--- src/rtl/uart_frame_parser_pkg.sv ---
// uart_frame_pkg: parser states, header bytes and error codes shared by the frame parser files.
package uart_frame_pkg;
  typedef enum logic [2:0] {
    S_IDLE, S_HDR2, S_CMD, S_LEN, S_DATA
`ifdef FRAME_CHECKSUM_EN
    , S_CHK
`endif
  } state_e;
  localparam logic [7:0] HDR_1 = 8'hAA;
  localparam logic [7:0] HDR_2 = 8'h55;
  localparam logic [1:0] ERR_NONE = 2'd0;
  localparam logic [1:0] ERR_LEN  = 2'd1;
  localparam logic [1:0] ERR_CHK  = 2'd2;
  localparam logic [1:0] ERR_TMO  = 2'd3;
endpackage

--- src/rtl/uart_frame_parser_if.sv ---
// uart_frame_parser_if: byte input strobe plus decoded frame outputs of the frame parser.
interface uart_frame_parser_if #(parameter int MAX_LEN = 8);
  logic [7:0]           pi_data;
  logic                 pi_flag;
  logic                 frame_vld;
  logic [7:0]           frame_cmd;
  logic [3:0]           frame_len;
  logic [8*MAX_LEN-1:0] frame_payload;
  logic                 frame_err;
  logic [1:0]           err_code;
  modport master (output pi_data, pi_flag,
                  input frame_vld, frame_cmd, frame_len, frame_payload, frame_err, err_code);
  modport slave  (input pi_data, pi_flag,
                  output frame_vld, frame_cmd, frame_len, frame_payload, frame_err, err_code);
endinterface

--- src/rtl/uart_frame_parser_timeout.sv ---
// frame_timeout: counts running idle clocks and pulses expire on the CYC-th; clear wins over expiry.
module frame_timeout #(
  parameter int CYC = 50_000
) (
  input  logic clk,
  input  logic rst,
  input  logic clear,
  input  logic run,
  output logic expire
);
  localparam int TW = $clog2(CYC + 1);
  logic [TW-1:0] cnt_q;
  assign expire = run && !clear && cnt_q == TW'(CYC - 1);
  always_ff @(posedge clk)
    cnt_q <= (rst || clear || expire) ? '0 : run ? cnt_q + 1'b1 : cnt_q;
endmodule

--- src/rtl/uart_frame_parser.sv ---
// uart_frame_parser: parses AA 55 CMD LEN payload [CHK] frames from a byte stream.
// Define FRAME_CHECKSUM_EN to expect and verify the trailing checksum byte.
module uart_frame_parser
  import uart_frame_pkg::*;
#(
  parameter int CLK_FREQ    = 50_000_000,
  parameter int TIMEOUT_CYC = 50_000,
  parameter int MAX_LEN     = 8
) (
  input logic              sys_clk,
  input logic              sys_rst,
  uart_frame_parser_if.slave bus
);
  localparam int PW = 8 * MAX_LEN;
  localparam logic [7:0] MAX_B = 8'(MAX_LEN);
  if (CLK_FREQ <= 0 || TIMEOUT_CYC <= 0 || MAX_LEN < 1 || MAX_LEN > 15) begin : g_bad_cfg
    $error("uart_frame_parser: unsupported parameter values");
  end
  state_e        state_q;
  logic [7:0]    cmd_q, sum_q, out_cmd_q, sum_d;
  logic [3:0]    len_q, cnt_q, out_len_q;
  logic [PW-1:0] buf_q, buf_d, out_pay_q;
  logic          vld_q, err_q, expire;
  logic [1:0]    code_q;
  always_comb begin
    buf_d = buf_q;
    for (int i = 0; i < MAX_LEN; i++)
      if (cnt_q == i[3:0]) buf_d[8*i +: 8] = bus.pi_data;
  end
  assign sum_d = sum_q + bus.pi_data;
  frame_timeout #(.CYC(TIMEOUT_CYC)) u_timeout (
    .clk(sys_clk), .rst(sys_rst),
    .clear(bus.pi_flag || state_q == S_IDLE),
    .run(state_q != S_IDLE),
    .expire(expire)
  );
  always_ff @(posedge sys_clk) begin
    if (sys_rst) begin
      state_q   <= S_IDLE;
      cmd_q     <= '0;
      len_q     <= '0;
      cnt_q     <= '0;
      sum_q     <= '0;
      buf_q     <= '0;
      vld_q     <= 1'b0;
      err_q     <= 1'b0;
      code_q    <= ERR_NONE;
      out_cmd_q <= '0;
      out_len_q <= '0;
      out_pay_q <= '0;
    end else begin
      vld_q <= 1'b0;
      err_q <= 1'b0;
      if (bus.pi_flag) begin
        case (state_q)
          S_IDLE: state_q <= bus.pi_data == HDR_1 ? S_HDR2 : S_IDLE;
          S_HDR2: state_q <= bus.pi_data == HDR_2 ? S_CMD : bus.pi_data == HDR_1 ? S_HDR2 : S_IDLE;
          S_CMD: begin
            cmd_q   <= bus.pi_data;
            sum_q   <= bus.pi_data;
            buf_q   <= '0;
            cnt_q   <= '0;
            state_q <= S_LEN;
          end
          S_LEN: begin
            len_q <= bus.pi_data[3:0];
            sum_q <= sum_d;
            if (bus.pi_data > MAX_B) begin
              err_q   <= 1'b1;
              code_q  <= ERR_LEN;
              state_q <= S_IDLE;
            end else if (bus.pi_data != 8'd0) begin
              state_q <= S_DATA;
            end else begin
`ifdef FRAME_CHECKSUM_EN
              state_q <= S_CHK;
`else
              vld_q     <= 1'b1;
              out_cmd_q <= cmd_q;
              out_len_q <= 4'd0;
              out_pay_q <= '0;
              state_q   <= S_IDLE;
`endif
            end
          end
          S_DATA: begin
            buf_q <= buf_d;
            sum_q <= sum_d;
            cnt_q <= cnt_q + 4'd1;
            if (cnt_q == len_q - 4'd1) begin
`ifdef FRAME_CHECKSUM_EN
              state_q <= S_CHK;
`else
              vld_q     <= 1'b1;
              out_cmd_q <= cmd_q;
              out_len_q <= len_q;
              out_pay_q <= buf_d;
              state_q   <= S_IDLE;
`endif
            end
          end
`ifdef FRAME_CHECKSUM_EN
          S_CHK: begin
            if (bus.pi_data == sum_q) begin
              vld_q     <= 1'b1;
              out_cmd_q <= cmd_q;
              out_len_q <= len_q;
              out_pay_q <= buf_q;
            end else begin
              err_q  <= 1'b1;
              code_q <= ERR_CHK;
            end
            state_q <= S_IDLE;
          end
`endif
          default: state_q <= S_IDLE;
        endcase
      end else if (expire) begin
        err_q   <= 1'b1;
        code_q  <= ERR_TMO;
        state_q <= S_IDLE;
      end
    end
  end
  assign bus.frame_vld     = vld_q;
  assign bus.frame_err     = err_q;
  assign bus.err_code      = code_q;
  assign bus.frame_cmd     = out_cmd_q;
  assign bus.frame_len     = out_len_q;
  assign bus.frame_payload = out_pay_q;
endmodule

--- src/flat_wrapper.sv ---
// flat-port wrapper written by rule: the top's interface ports become plain ports
module uart_frame_parser_flat import uart_frame_pkg::*;
#(
  parameter int CLK_FREQ    = 50_000_000,
  parameter int TIMEOUT_CYC = 50_000,
  parameter int MAX_LEN     = 8
)
  (sys_clk, sys_rst, bus_pi_data, bus_pi_flag, bus_frame_vld, bus_frame_cmd, bus_frame_len, bus_frame_payload, bus_frame_err, bus_err_code);
  uart_frame_parser_if #(.MAX_LEN(MAX_LEN)) bus_i ();
  input logic sys_clk;
  input logic sys_rst;
  input wire logic [$bits(bus_i.pi_data)-1:0] bus_pi_data;
  input wire logic [$bits(bus_i.pi_flag)-1:0] bus_pi_flag;
  output wire logic [$bits(bus_i.frame_vld)-1:0] bus_frame_vld;
  output wire logic [$bits(bus_i.frame_cmd)-1:0] bus_frame_cmd;
  output wire logic [$bits(bus_i.frame_len)-1:0] bus_frame_len;
  output wire logic [$bits(bus_i.frame_payload)-1:0] bus_frame_payload;
  output wire logic [$bits(bus_i.frame_err)-1:0] bus_frame_err;
  output wire logic [$bits(bus_i.err_code)-1:0] bus_err_code;
  assign bus_i.pi_data = bus_pi_data;
  assign bus_i.pi_flag = bus_pi_flag;
  assign bus_frame_vld = bus_i.frame_vld;
  assign bus_frame_cmd = bus_i.frame_cmd;
  assign bus_frame_len = bus_i.frame_len;
  assign bus_frame_payload = bus_i.frame_payload;
  assign bus_frame_err = bus_i.frame_err;
  assign bus_err_code = bus_i.err_code;
  uart_frame_parser #(.CLK_FREQ(CLK_FREQ), .TIMEOUT_CYC(TIMEOUT_CYC), .MAX_LEN(MAX_LEN)) u_core (.sys_clk(sys_clk), .sys_rst(sys_rst), .bus(bus_i));
endmodule
--- config.mk ---
export PLATFORM = sky130hd
export DESIGN_NAME = uart_frame_parser_flat
export DESIGN_NICKNAME = d
export VERILOG_FILES = /design/src/rtl/uart_frame_parser_pkg.sv /design/src/rtl/uart_frame_parser_if.sv /design/src/rtl/uart_frame_parser_timeout.sv /design/src/rtl/uart_frame_parser.sv /design/src/flat_wrapper.sv
export SDC_FILE = /design/constraint.sdc
export NUM_CORES = 1
export LEC_CHECK = 0
export BUFFER_PORTS_ARGS = -buffer_cell sky130_fd_sc_hd__buf_2
export CAP_MARGIN = 10
export CORE_MARGIN = 2
export CORE_UTILIZATION = 40
export DETAILED_ROUTE_END_ITERATION = 8
export GPL_ROUTABILITY_DRIVEN = 0
export HOLD_SLACK_MARGIN = 0.06
export PLACE_DENSITY = 0.61
export RECOVER_POWER = 100
export SKIP_LAST_GASP = 1
export SLEW_MARGIN = 25
export SYNTH_ARGS = -nofsm -noshare
export SYNTH_HDL_FRONTEND = slang
export SYNTH_SLANG_ARGS = --single-unit
--- constraint.sdc ---
create_clock -name sys_clk -period 2.3 [get_ports sys_clk]
set_input_delay 0.115 -clock sys_clk [delete_from_list [all_inputs] [get_ports sys_clk]]
set_output_delay 0.115 -clock sys_clk [all_outputs]
set_load 0.01 [all_outputs]
==> impl_metrics.yaml <==
status:
  status: "complete, no violations"
sta:
  finalCritPeriodShare_pct: 93.04
  hold_viol_final: 0
  fin_hold_ws_ps: 139.8
  finClkSkew_ps: 6.901
  drv_slew: 0
  fmax_ghz: 0.4673
  relSlewSlack_pct: 47.06
  setup_violations: 0
  period_minus_slack_ps: 2140
  tns_ps: 0
  rsz0062_at_grt: "no"
  worst_slew_pin_slew_ps: 794.1
route:
  first_iter_violations: 519
  drt_wl_total_um: 19290
  vias: 6659
  drc: 0
  ant_nets: 0
  wire_per_inst_um: 14.43
  viasPerCell: 4.981
  firstDrtPassIters: 5
die:
  boundaryPins: 91
  initial_utilization_pct: 40.37
  fp-row-count: 51
  die_area_mm2: 0.02065
  coreArea_mm2: 0.01933
  die_w_um: 143.7
  die_h_um: 143.7
worst_setup_path:
  cp_max_fo: 56
  critPathKind: "flip-flop to flip-flop"
  start_kind: "flip-flop"
  crit_path_end_kind: "flip-flop"
  reg2regPathDepth: 6
  r2r_start: "u_core.cnt_q[2]"
  crit_arrival_ps: 2420
  r2r_end: "u_core.bus.frame_payload[62]"
  r2r_slack_ps: 160
  crit_required_ps: 2580
power:
  ir_drop_uv: 490.5
  switching_share_pct: 22.40
  p_switching_mw: 1.399
  powerDensity_mw_per_mm2: 695.4
  seqPwrFrac_pct: 49.6
  p_comb_share_pct: 2.1
  clkPwrFrac_pct: 48.3
  internal-power_mw: 4.845
  p_leak_nw: 3.053
min_path:
  min_from: "bus_pi_data[5]"
  hold_path_end: "u_core.cmd_q[5]"
  min_path_cells: 4
  hold_class: "primary input to flip-flop"
cts:
  cts_tree: "yes"
  clk_pin_slew_worst_paths_ps: 70
  cts_sinks: 179
  insertion_delay_ps: 430
  htreeDepth: 4
  clock_path_buffers: 2
  ctsRootBufferMaster: "clkbuf_16"
  numCtsBuffers: 17
logic_synthesis:
  syn_nets: 1013
  yosys_warnings: 0
  dominantRegCellSynth: "dfxtp_1"
  synth_seq_cells: 179
  synthCells: 996
  syn_area_mm2: 0.007806
  synth_seq_area_share_pct: 45.90
  synth.distinct_cells: 43
  synth_edf_count: 0
  syn_area_per_cell_um2: 7.838
  async_flop_share_pct: 0
cells_and_area:
  fin_util_pct: 46.44
  drive_above_1_share_pct: 7.463
  area.growth.synth_to_final_pct: 15.03
  final_nets: 1076
  diodes: 0
grt:
  grt_max_degree: 73
  grt_pass1_wl_um: 31820
  antenna_found_initial: 0
  grt_pass1_vias: 6130
  grt_usage_pct: 19.51
  overflow: 0
flow_run:
  maxCapViolations: 0
placed_design:
  io_buffers: 90
  hpwl_um: 11760
## power groups by stage
stage | clock network [mW] | logic [mW] | registers (mW)
detailed placement | 0 | 0.128 | 3.17
floorplan | 0 | 0.0661 | 3.17
finish | 3.02 | 0.130 | 3.10
global route | 3.21 | 0.138 | 3.10
global placement | 0 | 0.129 | 3.17
CTS | 3.08 | 0.130 | 3.10
## cell usage after synthesis, types with 4 or more instances
master / count / share of area (%)
buf_2: 4 / 0.26
buf_6: 15 / 2.2
clkbuf_1: 52 / 2.5
a31oi_1: 4 / 0.32
a21oi_1: 159 / 10
inv_1: 8 / 0.38
xnor2_1: 7 / 0.79
mux2i_1: 67 / 8.6
dfxtp_1: 179 / 46
xor2_1: 12 / 1.3
nand3b_1: 5 / 0.48
nor3b_1: 4 / 0.38
nand2_1: 311 / 15
nor2_1: 84 / 4.0
o21ai_0: 4 / 0.26
or3_1: 7 / 0.56
nand4_1: 6 / 0.48
ha_1: 6 / 0.96
nor3_1: 10 / 0.64
buf_1: 10 / 0.48
nand3_1: 9 / 0.58
and3_1: 4 / 0.32
## worst max-delay path, stage by stage, from the launching register on
cell     delay [ps]
dfxtp_1         600
xnor3_1         300
nand3_1         230
o31a_2          430
buf_12          180
nand2_1         110
a21oi_1          70
## worst max-delay path by stage
stage / from / endpoint / slack, ps / cells after the start
after CTS: u_core.len_q[0] / u_core.bus.frame_payload[6] / 200 / 8
after global placement: u_core.cnt_q[2] / u_core.bus.frame_payload[8] / 270 / 6
after detailed placement: u_core.len_q[0] / u_core.bus.frame_payload[62] / 200 / 8
final: u_core.cnt_q[2] / u_core.bus.frame_payload[62] / 160 / 6
after global routing: u_core.cnt_q[2] / u_core.bus.frame_payload[15] / 40 / 6
after floorplan: u_core.u_timeout.cnt_q[4] / u_core.u_timeout.cnt_q[13] / 350 / 6
## cell usage in the layout (no fill, tap or decap), drive strengths merged, types with 5 or more instances in the layout
master / count
xor2: 12
inv: 12
clkbuf: 103
dfxtp: 179
nand2: 311
buf: 39
nand4: 6
or3: 7
mux2i: 67
nand3b: 5
nand3: 9
ha: 6
nor3: 11
a21oi: 159
clkinv: 5
xnor2: 7
nor2: 84
## per-stage QoR
step | setup slack, ps | instances | cell area, um2 | power (mW)
final | 160.0 | 1337 | 8980 | 6.244
after global routing | 35.46 | 1337 | 8980 | 6.446
after CTS | 197.2 | 1337 | 9131 | 6.311
after detailed placement | 204.1 | 1304 | 8517 | 3.297
after global placement | 273.0 | 1304 | 8517 | 3.298
after floorplan | 347.1 | 996 | 7806 | 3.235
## cell families (layout without fill, tap and decap cells)
family	after synthesis	in the layout	share of synthesized area (%)
AOI/OAI and AO/OA	174	174	11.72
xor gates and xnor gates	20	20	2.420
adders and majority gates	6	6	0.9617
buffers and inverters	90	166	5.882
DFF	179	179	45.90
muxes	67	67	8.591
and+or+nand+nor	460	460	24.52
## per-layer routing
layer,global-route usage (%),part of all wire (%)
met1,27.63,50
met2,30.35,45
met3,3.765,4.3
met4,5.418,1.2
met5,0,0
## flip-flops by register name, indices dropped and copies added, names as in the netlist
name and count:
u_core.buf_q 64, u_core.bus.frame_payload 64, u_core.u_timeout.cnt_q 16, u_core.bus.frame_cmd 8, u_core.cmd_q 8, u_core.bus.frame_len 4
u_core.cnt_q 4, u_core.len_q 4, u_core.state_q 3, u_core.bus.err_code 2, u_core.bus.frame_err 1, u_core.bus.frame_vld 1
## layout make-up
cell class | instances | area (um2)
clock buffer | 17 | 425.4
multi-input combinational | 727 | 3779
sequential | 179 | 3583
fill | 2008 | 10350
tap | 265 | 331.6
timing repair buffer | 126 | 651.9
inverter | 8 | 30.03
clock inverter | 15 | 178.9
## timing repair
item,in CTS,in global routing
resized for setup,0,0
hold buffers,1,0
hold endpoints to repair,22,0
setup buffers,0,0
No activity file was read; power rests on OpenSTA's default activity.
